==> src/rtl/cdc_stable_capture_pkg.sv <==
// rtl/cdc_stable_capture_pkg.sv - shared types and helpers for the stable-capture block
// Purpose: FSM state type and the stability counter width helper.
// Ports: none (package).
package cdc_stable_capture_pkg;

  typedef enum logic {IDLE, HOLD} stab_state_e;

  // Counter must hold the value STABLE_CYC itself, hence the +1.
  function automatic int cnt_width(input int stable_cyc);
    return $clog2(stable_cyc + 1);
  endfunction

endpackage

==> src/rtl/cdc_stable_capture_if.sv <==
// rtl/cdc_stable_capture_if.sv - valid/ready output bus of the stable-capture block
// Purpose: groups the qualified-value handshake.
// Ports (signals): dout[DW] qualified value, dout_vld value available,
//   dout_rdy consumer accepts on dout_vld && dout_rdy at posedge.
// Modports: master (producer side), slave (consumer side).
interface cdc_stable_capture_if #(
  parameter int DW = 32
) ();

  logic [DW-1:0] dout;
  logic          dout_vld;
  logic          dout_rdy;

  modport master (output dout, output dout_vld, input dout_rdy);
  modport slave  (input dout, input dout_vld, output dout_rdy);

endinterface

==> src/rtl/cdc_stable_capture_stab_det.sv <==
// rtl/cdc_stable_capture_stab_det.sv - stability detector for a bit-wise synchronised bus
// Purpose: registers din, compares against the previous sample and counts
//   consecutive equal comparisons, saturating at STABLE_CYC.
// Ports: clk, rst (sync, active-high), din[DW] in;
//   din_q[DW] registered sample, qual (din_q stable for STABLE_CYC compares),
//   chg (din differs from din_q this cycle) out.
module cdc_stable_capture_stab_det
  import cdc_stable_capture_pkg::*;
#(
  parameter int DW         = 32,
  parameter int STABLE_CYC = 3
) (
  input  logic          clk,
  input  logic          rst,
  input  logic [DW-1:0] din,
  output logic [DW-1:0] din_q,
  output logic          qual,
  output logic          chg
);

  localparam int            CW   = cnt_width(STABLE_CYC);
  localparam logic [CW-1:0] CMAX = CW'(STABLE_CYC);

  logic [CW-1:0] cnt;
  logic          eq;

  assign eq   = (din == din_q);
  assign chg  = !eq;
  assign qual = (cnt == CMAX);

  // Reset loads CMAX so the reset value 0 already counts as qualified.
  always_ff @(posedge clk) begin
    if (rst) begin
      din_q <= '0;
      cnt   <= CMAX;
    end else begin
      din_q <= din;
      if (!eq)
        cnt <= '0;
      else if (cnt != CMAX)
        cnt <= cnt + 1'b1;
    end
  end

endmodule

==> src/rtl/cdc_stable_capture.sv <==
// rtl/cdc_stable_capture.sv - qualifies a synchronised bus and delivers each new value once
// Purpose: accepts a value only after STABLE_CYC equal comparisons, hands each
//   new qualified value out once on a valid/ready bus, counts transients.
// Ports: clk, rst (sync, active-high), din[DW] synchronised bus in;
//   m (master modport: dout[DW], dout_vld out, dout_rdy in);
//   glitch_cnt[GW] saturating count of values replaced before qualifying.
module cdc_stable_capture
  import cdc_stable_capture_pkg::*;
#(
  parameter int DW         = 32,
  parameter int STABLE_CYC = 3,
  parameter int GW         = 16
) (
  input  logic                  clk,
  input  logic                  rst,
  input  logic [DW-1:0]         din,
  cdc_stable_capture_if.master  m,
  output logic [GW-1:0]         glitch_cnt
);

  logic [DW-1:0] din_q;
  logic [DW-1:0] last_out;
  logic          qual;
  logic          chg;
  stab_state_e   state;

  cdc_stable_capture_stab_det #(
    .DW         (DW),
    .STABLE_CYC (STABLE_CYC)
  ) u_det (
    .clk   (clk),
    .rst   (rst),
    .din   (din),
    .din_q (din_q),
    .qual  (qual),
    .chg   (chg)
  );

  always_ff @(posedge clk) begin
    if (rst) begin
      state      <= IDLE;
      m.dout     <= '0;
      m.dout_vld <= 1'b0;
      last_out   <= '0;
      glitch_cnt <= '0;
    end else begin
      // A change while unqualified means the previous value was transient.
      if (chg && !qual && (glitch_cnt != '1))
        glitch_cnt <= glitch_cnt + 1'b1;

      case (state)
        IDLE: begin
          // Last-value semantics: whatever is qualified now is what gets sent.
          if (qual && (din_q != last_out)) begin
            m.dout     <= din_q;
            last_out   <= din_q;
            m.dout_vld <= 1'b1;
            state      <= HOLD;
          end
        end
        HOLD: begin
          if (m.dout_rdy) begin
            m.dout_vld <= 1'b0;
            state      <= IDLE;
          end
        end
        default: state <= IDLE;
      endcase
    end
  end

endmodule

==> src/flat_wrapper.sv <==
// flat-port wrapper written by rule: the top's interface ports become plain ports
module cdc_stable_capture_flat import cdc_stable_capture_pkg::*;
#(
  parameter int DW         = 32,
  parameter int STABLE_CYC = 3,
  parameter int GW         = 16
)
  (clk, rst, din, glitch_cnt, m_dout, m_dout_vld, m_dout_rdy);
  cdc_stable_capture_if #(.DW(DW)) m_i ();
  input  logic clk;
  input  logic rst;
  input  logic [DW-1:0] din;
  output logic [GW-1:0] glitch_cnt;
  output wire logic [$bits(m_i.dout)-1:0] m_dout;
  output wire logic [$bits(m_i.dout_vld)-1:0] m_dout_vld;
  input wire logic [$bits(m_i.dout_rdy)-1:0] m_dout_rdy;
  assign m_dout = m_i.dout;
  assign m_dout_vld = m_i.dout_vld;
  assign m_i.dout_rdy = m_dout_rdy;
  cdc_stable_capture #(.DW(DW), .STABLE_CYC(STABLE_CYC), .GW(GW)) u_core (.clk(clk), .rst(rst), .din(din), .m(m_i), .glitch_cnt(glitch_cnt));
endmodule
==> config.mk <==
export PLATFORM = sky130hd
export DESIGN_NAME = cdc_stable_capture_flat
export DESIGN_NICKNAME = d
export VERILOG_FILES = /design/src/rtl/cdc_stable_capture_pkg.sv /design/src/rtl/cdc_stable_capture_if.sv /design/src/rtl/cdc_stable_capture_stab_det.sv /design/src/rtl/cdc_stable_capture.sv /design/src/flat_wrapper.sv
export SDC_FILE = /design/constraint.sdc
export NUM_CORES = 1
export LEC_CHECK = 0
export ABC_AREA = 1
export CORE_ASPECT_RATIO = 0.7
export CORE_MARGIN = 2
export CORE_UTILIZATION = 49
export CTS_BUF_LIST = sky130_fd_sc_hd__clkbuf_4
export DETAILED_ROUTE_END_ITERATION = 10
export PLACE_DENSITY = 0.91
export SYNTH_ARGS = -nofsm -noshare
export SYNTH_HDL_FRONTEND = slang
export SYNTH_HIERARCHICAL = 1
export SYNTH_SLANG_ARGS = --single-unit
==> constraint.sdc <==
create_clock -name clk -period 1.4 [get_ports clk]
set_input_delay 0.28 -clock clk [delete_from_list [all_inputs] [get_ports clk]]
set_output_delay 0.28 -clock clk [all_outputs]
set_load 0.01 [all_outputs]
# Word-level counts from Yosys, hierarchy flattened
# Index checks and enable logic that the tools add are counted.
# word_totals
output_inout_bits	49
input_bits	35
ff_bits	84
elab_cells	32
# classes
reduce_logical	7
mux	8
addsub	2
bitwise	1
n_eq_ne	8
# ops
cell	count
equality test 32 bit	1
!= test 32 bit	1
adder 16 x 1 -> 16 bit (second input constant)	1
!= test 16 bit (second input constant)	1
2-to-1 mux 1 bit	4
2-to-1 mux 2 bit	2
!= test 2 x 1 -> 1 bit (second input constant)	2
!= test 2 bit (second input constant)	2
case mux 1 bit (2 select lines)	2
AND reduction 2 bit	2
logical AND 1 bit	3
adder 2 x 1 -> 2 bit (second input constant)	1
equality test 2 bit (second input constant)	1
logical NOT 1 bit	2
inverter 1 bit	1

# Longest topological paths before layout
# depth
ltp_word	4
mapped_depth	16
mapped_depth_nobuf	16

# Hierarchy
# Netlist, hierarchy kept.
# by_module_without_submodules
module	cells_per_inst	seq_area_each_um2	instances	area_each_um2
cdc_stable_capture	440	1001.0	1	2886.5
cdc_stable_capture_stab_det	206	680.7	1	1471.4

# Worst setup path before layout
# Ideal clock, no wire load.
# synth_path
path_kind	register to register
from	reg u_core.glitch_cnt[0]
to	reg u_core.glitch_cnt[0]
t_arrival_ns	1.462
period_less_slack_ns	1.591
path_stages_with_launch	9
setup_ns	0.129
setup_slack_ns	-0.191
path_buffers	1
t_required_ns	1.271
cell_sequence	dfxtp_1 ha_1 nand3_1 nor2_2 nand3_2 nand2_4 buf_6 xor2_1 nor2_1
# synth_between
elab_chain_cells	2
word_cells_on_any_way	3
classes_between	1 x add/sub; 1 x eq/ne; 1 x reduce/logical
# synth_lines
element	line	source
from (decl)	cdc_stable_capture.sv:18	output logic [GW-1:0] glitch_cnt
from (signal assigned)	cdc_stable_capture.sv:49	glitch_cnt <= glitch_cnt + 1'b1;
branches (longest 2 deep; another with adder 16 x 1 -> 16 bit)	--	
# Several ways; the timed one is not identified.
# A chain may end at the register's enable or synchronous reset.

# Worst setup path in the final report
# layout_path
from	reg u_core.u_det.din_q[12]
to	reg u_core.glitch_cnt[4]
# layout_between
elab_chain_cells	4
# layout_lines
element	line	source
from (decl)	cdc_stable_capture_stab_det.sv:16	output logic [DW-1:0] din_q,
from (signal assigned)	cdc_stable_capture_stab_det.sv:37	din_q <= din;
equality test 32 bit	cdc_stable_capture_stab_det.sv:27	assign eq = (din == din_q);
logical NOT 1 bit	--	
via u_core.chg	cdc_stable_capture.sv:24	logic chg;
logical AND 1 bit (2 in a row)	cdc_stable_capture.sv:48	if (chg && !qual && (glitch_cnt != '1))
# The timed path passes the listed nets, and every way through them passes these cells.

==> out/metrics.yaml <==
setup_path:
  path_buf_inv: 3
  r2r_end: "u_core/glitch_cnt[4]"
  reg2regPathDepth: 15
  r2r_start: "u_core/u_det/din_q[12]"
  max_stage_delay_ns: 0.40
  cpMaxStageDelayCell: "dfxtp_4"
  cp-end-kind: "flip-flop"
  criticalPathCategory: "flip-flop to flip-flop"
  crit_chain: "inv_1 > nand2_1 > nand2_1 > nand2_1 > nor2_2 > nand2_1 > nor2_2 > nand2_1 > nand2_2 > inv_6 > nand2_8 > inv_8 > nand2_2 > o21ai_1 > a21oi_2"
  crit_fanout: 8
  required_ns: 1.79
  reg2reg_slack_ns: -0.82
  cp_common_cell: "nand2_1"
  crit_path_start_kind: "flip-flop"
  critPathArrivalTime_ns: 2.61
  path_delay_family: "simple AND/OR/NAND/NOR gates"
clock_network:
  path_clk_slew_ns: 0.14
  cts_max_path_buffers: 2
  h-tree-depth: 3
  cts-root-buf: "clkbuf_4"
  cts_buffers: 9
  hold_buffers: 0
  cts_tree: "yes"
  clock_sinks: 84
  worstSkewPairLatency_ns: 0.48
timing:
  slew_viol_final: 0
  slew_headroom: 0.7190
  period_share: 1.582
  worst_pin_slew_ns: 0.4199
  clock_skew_ns: 0.02830
  setup_tns_ns: -30.68
  rsz0062_at_grt: "yes"
  fmax_mhz: 451.4
  final_hold_viol_count: 0
  worst_slack_ns: -0.8152
  setup_viol: 54
  period_needed_ns: 2.215
cells_and_area:
  fill_cells: 472
  final_util: 0.8188
  fin_nets: 884
  syn2layout_area_growth_pct: 60.61
  drive_gt1_frac: 0.4765
grt:
  grt_pass1_wl_um: 24430
  grt_overflow: 0
  grt_pass1_vias: 5095
  antenna_found_initial: 0
  globalRouteTotalUtil: 0.3237
  grt_start_max_net_pins: 45
place:
  dp_hpwl_um: 9300
  dp_slack_ns: -0.8278
  gp_congestion: 0.8043
  io_buffers: 83
logic_synthesis:
  synth_top_area_frac: 0.3859
  ys.flop_type: "dfxtp_1"
  yosysWarnings: 6
  yosysMostFrequentCell: "nand2_1"
  ys_top_cells_by_count: "170 x nand2_1, 93 x inv_1, 92 x nor2_1"
  avgSynthCellArea_sq_um: 6.746
  ys_seq_area_frac: 0.3859
  syn_nets: 683
  syn_area_sq_um: 4358
  synth_cells: 646
  synth_top_area_cell: "dfxtp_1"
  synth_area_leaders: "dfxtp_1 39%, nand2_1 15%, xnor2_1 9.2%, inv_1 8.0%, nor2_1 7.9%"
  ys_async_sr_fraction: 0
  ys_seq_elements: 84
  synth_edf_count: 0
  synthDistinctLibCells: 29
floorplan:
  core_sq_um: 8548
  dieArea_sq_um: 9676
  initial_core_util: 0.5098
  die_x_um: 116.7
  ioPinCount: 84
  rows: 28
  fp.dieH_um: 82.90
pwr:
  leakagePower_uw: 0.003249
  ir_worst_vdd_mv: 0.5664
  power_density_nw_per_um2: 779.7
min_path:
  holdPathStages: 3
  hold_end: "u_core/u_det/din_q[7]"
  hold_start: "din[7]"
  hold_path_class: "input pin to flip-flop"
drt:
  drc_errors: 0
  met1_length_um: 6804
  met2WireLength_um: 8635
  top_layer: "met4"
  avgRoutedWirePerCell_um: 19.89
  drt_wl_total_um: 19350
  viasPerCell: 5.767
  wl_met3_um: 2346
  dr.pass1.iters: 6
  drtAntennaViolNets: 0
  vias: 5611
  drt-initial-drc-count: 760
run_status:
  status: "finished with violations"
  violations: "negative setup slack"
flow_run:
  drv_cap: 0
==> per-layer routing <==
metal | vias up | track usage
met5 | - | 0
met4 | 0 | 0.1572
met1 | 2553 | 0.3712
met3 | 183 | 0.09051
li1 | 2362 | -
met2 | 513 | 0.5491
==> cells in the final DEF, fill, tap and decap left out, types with 11 or more instances in the layout <==
cell type and count:
a21oi_2 28, buf_2 16, buf_4 111, buf_6 34, clkbuf_4 11, clkdlybuf4s50_1 34
dfxtp_2 73, inv_1 88, inv_2 17, nand2_1 153, nand2_2 13, nand3_1 18
nand3_2 20, nor2_1 81, nor2_2 12, xnor2_1 31, xnor2_2 15
==> state kept, by name (all words and copies together), names as in the netlist <==
| signal | cells |
|---|---|
| u_core/u_det/cnt | 2 |
| u_core/u_det/din_q | 32 |
| u_core/state | 1 |
| u_core/m.dout_vld | 1 |
| u_core/last_out | 32 |
| u_core/glitch_cnt | 16 |
==> worst max path at each step <==
stage                                       from                     to  slack (ns)  cells past startpoint
after global routing      u_core/u_det/din_q[12]   u_core/glitch_cnt[4]       -0.76                     15
after CTS                 u_core/u_det/din_q[24]   u_core/glitch_cnt[4]       -0.26                     13
after floorplan            u_core/u_det/din_q[8]   u_core/glitch_cnt[0]       -0.09                     12
final                     u_core/u_det/din_q[12]   u_core/glitch_cnt[4]       -0.82                     15
after global placement                    din[0]  u_core/glitch_cnt[10]       -0.74                     15
after detailed placement                  din[1]  u_core/glitch_cnt[10]       -0.83                     16
==> cell families after synthesis <==
kind of cell | synth area share
buffers and inverters | 0.1249
and+or+nand+nor | 0.3276
DFF | 0.3859
AOI/OAI and AO/OA | 0.05886
adders and majority gates | 0.005741
muxes | 0.002584
xor gates and xnor gates | 0.09446
==> worst register-to-register path, delay by kind of cell, from the launching register on <==
| family | cells | cell delay, ns |
|---|---|---|
| AO/OA/AOI/OAI | 2 | 0.32 |
| AND/OR/NAND/NOR | 10 | 1.21 |
| buffers and inverters | 3 | 0.22 |
| flip-flops | 1 | 0.40 |
==> where the power goes <==
group          internal, uW  switching (uW)  total [uW]  leakage (uW)
logic                   732             788        1520       0.00247
registers              2530             124        2660      0.000723
clock network           393             888        1280     0.0000603
==> through the flow <==
step	cells	instance area (sq um)	total power, uW	hold slack, ns
2_1_floorplan	646	4447	3268	0.3793
3_3_place_gp	930	6132	3825	0.4508
3_5_place_dp	930	6132	3892	0.4551
4_1_cts	966	6581	5158	0.3522
5_1_grt	972	6997	5621	0.3553
6_report	973	6999	5458	0.3563
==> final cells by class <==
type / count / area, sq um / share of cell area
clock inverter: 5 / 28.78 / 0.004112
tap: 120 / 150.1 / 0.02145
sequential: 84 / 1795 / 0.2565
antenna: 1 / 2.502 / 0.0003575
timing repair buffer: 212 / 1863 / 0.2662
inverter: 108 / 420.4 / 0.06006
multi-input combinational: 432 / 2656 / 0.3795
clock buffer: 11 / 82.58 / 0.01180
==> repair_timing <==
action / CTS / global route
endpoints found under the setup margin: 99 / 80
gates cloned: 4 / 1
setup buffers: 18 / 10
pin swaps: 29 / 15
resized for setup: 281 / 94
No activity file was read; power rests on OpenSTA's default activity.
